**config.mk**
```make
export PLATFORM = sky130hd
export DESIGN_NAME = zip_unpack_4to1
export DESIGN_NICKNAME = d
export VERILOG_FILES = /design/src/rtl/zip_unpack_4to1.sv
export SDC_FILE = /design/constraint.sdc
export NUM_CORES = 1
export LEC_CHECK = 0
export CAP_MARGIN = 30
export CELL_PAD_IN_SITES_DETAIL_PLACEMENT = 1
export CELL_PAD_IN_SITES_GLOBAL_PLACEMENT = 1
export CORE_MARGIN = 2
export CORE_UTILIZATION = 35
export DETAILED_ROUTE_END_ITERATION = 8
export PLACE_DENSITY = 0.89
export SYNTH_ARGS = -nofsm -noshare
export SYNTH_HDL_FRONTEND = slang
export SYNTH_SLANG_ARGS = --single-unit
export TNS_END_PERCENT = 1
```
**constraint.sdc**
```tcl
create_clock -name clk -period 2.3 [get_ports clk]
set_input_delay 0.46 -clock clk [delete_from_list [all_inputs] [get_ports clk]]
set_output_delay 0.46 -clock clk [all_outputs]
set_load 0.01 [all_outputs]
```
**src/rtl/zip_unpack_4to1.sv**
```systemverilog
// zip_unpack_4to1: expands 32-bit words holding four 8-bit compressed samples
// into four {I16,Q16} samples on an AXI-Stream style output, one per clock.
// Lane order inside a word: [15:8], [23:16], [31:24], [7:0].
// Optional macro ZIP_UNPACK_MIDRISE_EN: I[7:0] filled with 8'h80 (mid-step
// reconstruction) instead of 8'h00.
module zip_unpack_4to1 #(
   parameter int WIDTH = 32,
   parameter int CNT_W = 16
) (
   input  logic             clk,
   input  logic             reset,
   input  logic [WIDTH-1:0] i_tdata,
   input  logic             i_tlast,
   input  logic             i_tvalid,
   output logic             i_tready,
   output logic [WIDTH-1:0] o_tdata,
   output logic             o_tlast,
   output logic             o_tvalid,
   input  logic             o_tready,
   output logic [CNT_W-1:0] o_sample_cnt
);

   localparam int NUM_LANES = 4;
   localparam int LANE_W    = 8;

`ifdef ZIP_UNPACK_MIDRISE_EN
   localparam logic [LANE_W-1:0] FILL = 8'h80;
`else
   localparam logic [LANE_W-1:0] FILL = 8'h00;
`endif

   typedef enum logic {EMPTY, DRAIN} state_t;

   state_t                           r_state;
   state_t                           w_state_nxt;
   logic [WIDTH-1:0]                 r_hold;
   logic                             r_hold_last;
   logic [1:0]                       r_lane;
   logic [1:0]                       w_lane_nxt;
   logic [CNT_W-1:0]                 r_cnt;
   logic                             w_full;
   logic                             w_last_lane;
   logic                             w_in_hs;
   logic                             w_out_hs;
   logic                             w_load;
   logic [NUM_LANES-1:0][LANE_W-1:0] w_lane_byte;

   // Reorder the held word so lane index k maps straight to output sample k.
   for (genvar g = 0; g < NUM_LANES; g++) begin : g_lane
      assign w_lane_byte[g] = r_hold[LANE_W*((g+1)%NUM_LANES) +: LANE_W];
   end

   assign w_full      = (r_state == DRAIN);
   assign w_last_lane = (r_lane == 2'd3);
   // Ready while empty, or when the last lane leaves this cycle (no bubble).
   // Held low during reset so nothing is accepted while the block is cleared.
   assign i_tready    = ~reset & (~w_full | (o_tready & w_last_lane));
   assign w_in_hs     = i_tvalid & i_tready;
   assign w_out_hs    = w_full & o_tready;
   assign o_sample_cnt = r_cnt;

   // Next-state, lane advance and output decode.
   always_comb begin
      w_state_nxt = r_state;
      w_lane_nxt  = r_lane;
      w_load      = 1'b0;
      o_tvalid    = w_full;
      o_tlast     = w_full & r_hold_last & w_last_lane;
      o_tdata     = '0;
      if (w_full) o_tdata = {w_lane_byte[r_lane], FILL, 16'h0000};
      case (r_state)
         EMPTY: begin
            if (w_in_hs) begin
               w_state_nxt = DRAIN;
               w_load      = 1'b1;
               w_lane_nxt  = 2'd0;
            end
         end
         DRAIN: begin
            if (w_out_hs) begin
               if (!w_last_lane) begin
                  w_lane_nxt = r_lane + 2'd1;
               end else if (w_in_hs) begin
                  w_load     = 1'b1;
                  w_lane_nxt = 2'd0;
               end else begin
                  w_state_nxt = EMPTY;
                  w_lane_nxt  = 2'd0;
               end
            end
         end
         default: w_state_nxt = EMPTY;
      endcase
   end

   // State register; reset drops any partially drained word.
   always_ff @(posedge clk or posedge reset) begin
      if (reset) r_state <= EMPTY;
      else       r_state <= w_state_nxt;
   end

   // Held word, its tlast, lane pointer and the output sample counter.
   always_ff @(posedge clk or posedge reset) begin
      if (reset) begin
         r_hold      <= '0;
         r_hold_last <= 1'b0;
         r_lane      <= 2'd0;
         r_cnt       <= '0;
      end else begin
         r_lane <= w_lane_nxt;
         if (w_load) begin
            r_hold      <= i_tdata;
            r_hold_last <= i_tlast;
         end
         if (w_out_hs) r_cnt <= r_cnt + {{(CNT_W-1){1'b0}}, 1'b1};
      end
   end

endmodule

```
==> qor.yml, run 1 <==
outcome: "completed"
grt_antenna_before_repair: 0
min_path_cells: 1
leakage_uw: 0.00145
rows: 30
clock_sinks: 52
fin_util: 0.485
timing.slew.headroom: 0.558
cts_tree: "yes"
post-route-period-util: 0.964
final_cell_mix: "clkdlybuf4s50_1 (53), dfrtp_1 (50), mux2_1 (30)"
yosysWarnings: 0
final_layout_size_suffix_gt1_frac: 0.147
total_power_uw: 3700
hold_buffers: 0
drtAntennaViolNets: 0
ys_types: 31
grtUsageTotal: 0.138
clock_latency_ps: 310
area.growth.synth_to_final_pct: 32.0
grt_pass1_vias: 1713
maxCapViolCount: 0
drt-wirelength-per-cell_um: 14.6
io_pins: 88
totalNegativeSetupSlack_ps: 0
place_hpwl_um: 3820
fin_nets: 297
gp_congestion: 0.724
cellPowerDensity_nw_per_um2: 1110
syn_inst: 185
drt_iter0_drc: 54
fill_cells: 710
ys_seq_area_frac: 0.516
synth_seq_cells: 52
die_h_um: 88.9
slew_violations: 0
end_kind: "output pin"
synth_area_um2: 2520
numPortBuffers: 63
vias: 1604
tightest_slew_ps: 664
grt_pass1_wl_um: 8250
cts-root-buf: "clkbuf_8"
drt_wl_total_um: 5170
rsz0062_at_grt: "no"
antenna_cells: 0
fin_skew_ps: 9.23
die_area_um2: 7910
grt_max_degree: 53
cts.clk_slew.worst_paths_ps: 100
hold_path_class: "flip-flop to flip-flop"
min_from: "r_hold_last$_DFFE_PP0P_"
vias_per_cell: 4.52
max_freq_ghz: 0.451
setup_slack_ps: 82.1
avgSynthCellArea_um2: 13.6
clock_path_buffers: 2
ir_drop_v: 0.000481
arrival_ps: 1760
drc_errors: 0
fp.dieW_um: 88.9
dpl_worst_slack_ps: 117
period_needed_ps: 2220
dr.pass1.iters: 3
reg2regPathDepth: 8
h-tree-depth: 2
r2r-start: "r_lane[0]$_DFFE_PP0P_"
critPathRequiredTime_ps: 1840
start_kind: "flip-flop"
min_delay_worst_endpoint: "r_hold_last$_DFFE_PP0P_"
stdcell_count: 355
place_inst: 344
r2r_slack_ps: 350
fp.coreArea_um2: 6870
r2r-end: "r_hold[27]$_DFFE_PP0P_"
cp_max_fo: 3
initial_core_util: 0.367
final_common_cell: "clkdlybuf4s50_1"
grt_remaining_overflow: 0
hold_viol_final: 0
setup_viol: 0
critical_path_class: "flip-flop to output pin"
numCtsBuffers: 5
multi_input_area_um2: 1070
ff_latch_area_um2: 1300
[through the flow]
| step | cell area [µm²] | hold slack [ps] |
|---|---|---|
| after floorplan | 2610 | 450 |
| after global placement | 3210 | 461 |
| after detailed placement | 3210 | 473 |
| after CTS | 3300 | 496 |
| after global routing | 3330 | 509 |
| final | 3330 | 490 |
[report_power, final]
group | leakage, µW | switching [µW] | total (µW) | internal, µW
Sequential | 0.000641 | 258 | 1550 | 1290
Combinational | 0.000762 | 623 | 1610 | 984
Clock | 0.0000445 | 304 | 550 | 245
[cells in the mapped netlist]
master	n	area share
a21oi_2	1	0.0035
and2_1	10	0.025
and3_1	2	0.0050
and4_1	3	0.010
buf_2	2	0.0040
buf_4	24	0.071
buf_6	3	0.013
clkbuf_1	1	0.0015
conb_1	1	0.0015
dfrtp_1	52	0.52
ha_1	2	0.0099
inv_1	1	0.0015
inv_2	1	0.0015
mux2_1	30	0.13
mux2_2	4	0.018
mux2i_1	1	0.0040
mux4_2	8	0.071
nand2_1	5	0.0074
nand2_2	1	0.0025
nand2b_1	1	0.0025
nand3_1	6	0.012
nand4_1	4	0.0099
nor2_1	1	0.0015
nor2_2	1	0.0025
nor2_4	1	0.0045
nor3_4	1	0.0064
o211ai_1	1	0.0030
o21ai_0	1	0.0020
o31ai_1	1	0.0030
xnor2_1	12	0.042
xor2_1	3	0.010
[sequential cells by signal, indices dropped and copies added (netlist names)]
| register | cells |
|---|---|
| r_lane | 2 |
| r_hold_last | 1 |
| r_hold | 32 |
| o_tvalid | 1 |
| o_sample_cnt | 16 |
[cells by family (layout without fill, tap and decap cells)]
kind of cell    count (synthesis)  after routing  synth area share
compound gates                  4              4            0.0114
xor+xnor                       15             15            0.0521
fa+ha+maj                       2              2           0.00991
buf+inv                        32             83            0.0932
flops                          52             52             0.516
mux                            43             43             0.227
other cells                     1             24           0.00149
simple gates                   36             36            0.0892
[routing by layer]
| metal | GRT usage | vias to the layer above | share of wire |
|---|---|---|---|
| met1 | 0.176 | 804 | 0.44 |
| met5 | 0 | - | 0 |
| met2 | 0.235 | 59 | 0.50 |
| met4 | 0.0372 | 0 | 0.0062 |
| met3 | 0.0342 | 4 | 0.052 |
| li1 | - | 737 | - |
[repair_timing]
item / CTS / global route
pin swaps: 0 / 1
endpoints found under the setup margin: 10 / 7
gates resized for setup: 10 / 7
setup buffers: 0 / 3
[worst max-delay path, stage by stage (launching register included)]
cell	delay (ps)
dfrtp_2	380
buf_4	130
mux4_2	480
and2_1	180
dlygate4sd2_1	280
[worst max-delay path by stage]
| stage | end | cells past startpoint | from |
|---|---|---|---|
| after global placement | o_tdata[25] | 3 | r_lane[1]$_DFFE_PP0P_ |
| after detailed placement | o_tdata[26] | 3 | r_lane[1]$_DFFE_PP0P_ |
| after floorplan | r_hold[0]$_DFFE_PP0P_ | 5 | reset |
| after CTS | i_tready | 5 | r_lane[1]$_DFFE_PP0P_ |
| final | o_tdata[26] | 4 | r_lane[1]$_DFFE_PP0P_ |
| after global routing | o_tdata[24] | 4 | r_lane[1]$_DFFE_PP0P_ |
[final cells by class]
| type | instances | share of cell area |
|---|---|---|
| multi-input combinational | 124 | 0.322 |
| timing repair buffer | 73 | 0.219 |
| sequential | 52 | 0.391 |
| tap | 96 | 0.0361 |
| inverter | 2 | 0.00338 |
| clock inverter | 1 | 0.00225 |
| clock buffer | 7 | 0.0259 |
No activity file was read; power rests on OpenSTA's default activity.
==> run 2, diff against run 1 <==
--- a/config.mk
+++ b/config.mk
@@ -11,6 +11,7 @@
 export CORE_MARGIN = 2
 export CORE_UTILIZATION = 35
 export DETAILED_ROUTE_END_ITERATION = 8
+export GPL_ROUTABILITY_DRIVEN = 0
 export PLACE_DENSITY = 0.89
 export SYNTH_ARGS = -nofsm -noshare
 export SYNTH_HDL_FRONTEND = slang
==> results of run 2 <==
Final layout, timing and power as in run 1 (identical DEF).
==> run 3, diff against run 2 <==
--- a/config.mk
+++ b/config.mk
@@ -9,10 +9,12 @@
 export CELL_PAD_IN_SITES_DETAIL_PLACEMENT = 1
 export CELL_PAD_IN_SITES_GLOBAL_PLACEMENT = 1
 export CORE_MARGIN = 2
-export CORE_UTILIZATION = 35
+export CORE_UTILIZATION = 37
+export CTS_BUF_LIST = sky130_fd_sc_hd__clkbuf_8
 export DETAILED_ROUTE_END_ITERATION = 8
 export GPL_ROUTABILITY_DRIVEN = 0
-export PLACE_DENSITY = 0.89
+export MAX_ROUTING_LAYER = met4
+export PLACE_DENSITY = 0.93
 export SYNTH_ARGS = -nofsm -noshare
 export SYNTH_HDL_FRONTEND = slang
 export SYNTH_SLANG_ARGS = --single-unit
==> qor.yml, run 3 (synthesis gave the netlist of run 1 again) <==
outcome: "completed"
dr.pass1.iters: 4  # +1
max_freq_ghz: 0.449  # -0.49%
rows: 30  # unchanged
end_kind: "output pin"
ir_drop_v: 0.000469  # -2.5%
grt_antenna_before_repair: 0  # unchanged
dpl_worst_slack_ps: 63.5  # -53.2 ps
grtUsageMet2: 0.262  # +0.0268
setup_viol: 0  # unchanged
numCtsBuffers: 5  # unchanged
leakage_uw: 0.00146  # +0.61%
hold_buffers: 0  # unchanged
fp.coreArea_um2: 6680  # -2.7%
final_cell_mix: "clkdlybuf4s50_1 (53), dfrtp_1 (50), mux2_1 (30)"
start_kind: "flip-flop"
antenna_cells: 0  # unchanged
fin_nets: 297  # unchanged
clock_path_buffers: 2  # unchanged
r2r-start: "r_lane[0]$_DFFE_PP0P_"
numPortBuffers: 63  # unchanged
initial_core_util: 0.378  # +0.0103
grt.busiest_layer: "met2"
rsz0062_at_grt: "no"
area.growth.synth_to_final_pct: 31.8
clock_sinks: 52  # unchanged
combPwrFrac: 0.436  # +0.002
regMostFlops: "r_hold"
final_layout_size_suffix_gt1_frac: 0.147  # unchanged
grtUsageTotal: 0.150  # +0.0121
stdcell_count: 339  # -4.5%
grt_remaining_overflow: 0  # unchanged
drt-wirelength-per-cell_um: 15.4  # +6.1%
grt_pass1_wl_um: 8410  # +2.0%
met1_usage: 0.180  # +0.00421
cp_max_fo: 6  # +3
min_delay_worst_endpoint: "o_sample_cnt[15]$_DFFE_PP0P_"
fp.dieW_um: 86.6  # -2.6%
fin_util: 0.498  # +0.0131
vias: 1589  # -0.94%
p_int_uw: 2520  # about the same
drt_wl_total_um: 5230  # +1.3%
drc_errors: 0  # unchanged
post-route-period-util: 0.969  # +0.00475
min_from: "o_sample_cnt[15]$_DFFE_PP0P_"
critPathRequiredTime_ps: 1840  # about the same
cellPowerDensity_nw_per_um2: 1110  # +0.18%
cts-root-buf: "clkbuf_8"
reg2regPathDepth: 7  # -1
tightest_slew_ps: 666  # +2.79 ps
fill_cells: 706  # -0.56%
drt_iter0_drc: 71  # +31%
critical_path_class: "flip-flop to output pin"
pwr-share-seq: 0.425  # +0.007
clock_latency_ps: 300  # about the same
final_common_cell: "clkdlybuf4s50_1"
io_pins: 88  # unchanged
vias_per_cell: 4.69  # +3.7%
die_h_um: 86.6  # -2.6%
h-tree-depth: 2  # unchanged
place_hpwl_um: 3880  # +1.5%
grt_pass1_vias: 1735  # +1.3%
arrival_ps: 1770  # about the same
min_path_cells: 1  # unchanged
p_switching_uw: 1190  # about the same
period_needed_ps: 2230  # +10.9 ps
grt_max_degree: 53  # unchanged
slew_violations: 0  # unchanged
r2r_slack_ps: 490  # +140 ps
cts.clk_slew.worst_paths_ps: 90  # about the same
timing.slew.headroom: 0.556  # -0.00186
hold_viol_final: 0  # unchanged
place_inst: 329  # -4.4%
cts_tree: "yes"
switching_share: 0.320  # about the same
totalNegativeSetupSlack_ps: 0  # unchanged
grt.met3_usage: 0.0276  # -0.00655
largest_register_ffs: 32  # unchanged
r2r-end: "r_hold[13]$_DFFE_PP0P_"
setup_slack_ps: 71.2  # -10.9 ps
hold_path_class: "flip-flop to flip-flop"
pwr-share-clk: 0.140  # -0.008
drtAntennaViolNets: 0  # unchanged
maxCapViolCount: 0  # unchanged
die_area_um2: 7500  # -5.2%
fin_skew_ps: 10.6  # +1.36 ps
run 3: how the worst max path moves through the flow:
stage	endpoint	startpoint	cells past startpoint	slack (ps)
3_3_place_gp	i_tready	o_tready	4	90
6_report	o_tdata[28]	r_lane[0]$_DFFE_PP0P_	4	70
2_1_floorplan	r_hold[0]$_DFFE_PP0P_	reset	5	70
4_1_cts	o_tdata[28]	r_lane[0]$_DFFE_PP0P_	4	30
5_1_grt	o_tdata[28]	r_lane[0]$_DFFE_PP0P_	4	20
3_5_place_dp	i_tready	o_tready	4	60
run 3: layout make-up:
class | instances | area (µm²) | area share
Timing Repair Buffer | 73 | 738 | 0.222
Tap cell | 80 | 100 | 0.0301
Sequential cell | 52 | 1300 | 0.392
Clock buffer | 6 | 82.6 | 0.0248
Inverter | 2 | 11.3 | 0.00338
Clock inverter | 2 | 7.51 | 0.00226
Multi-Input combinational cell | 124 | 1080 | 0.326
run 3: power by group through the flow:
stage | Sequential (µW) | Clock [µW] | Combinational [µW]
floorplan | 1490 | 0 | 1000
global placement | 1560 | 0 | 1610
detailed placement | 1590 | 0 | 1660
CTS | 1580 | 538 | 1580
global route | 1630 | 580 | 1760
finish | 1570 | 517 | 1610
run 3: metal layers:
metal,vias to the layer above,part of all wire
met3,3,0.044
met1,794,0.43
met4,0,0.0063
met2,55,0.52
li1,737,-
met5,-,0
run 3: per-stage QoR:
step | hold slack [ps] | power, µW | area (µm²)
after global placement | 458 | 3170 | 3200
after global routing | 493 | 3980 | 3330
after detailed placement | 466 | 3260 | 3200
final | 468 | 3710 | 3330
after floorplan | 450 | 2490 | 2610
after CTS | 478 | 3700 | 3290
run 3: critical path: stages (launching register included):
cell and delay (ps):
dfrtp_2 400, buf_12 140, mux4_2 490, and2_1 170
dlygate4sd2_1 280
run 3: repair_timing:
item                                   CTS  global route
cloned                                   0             1
buffers inserted                         0             1
pin swaps                                0             0
endpoints found under the hold margin    0             0
gates resized for setup                 13             3
setup endpoints to repair               10             3
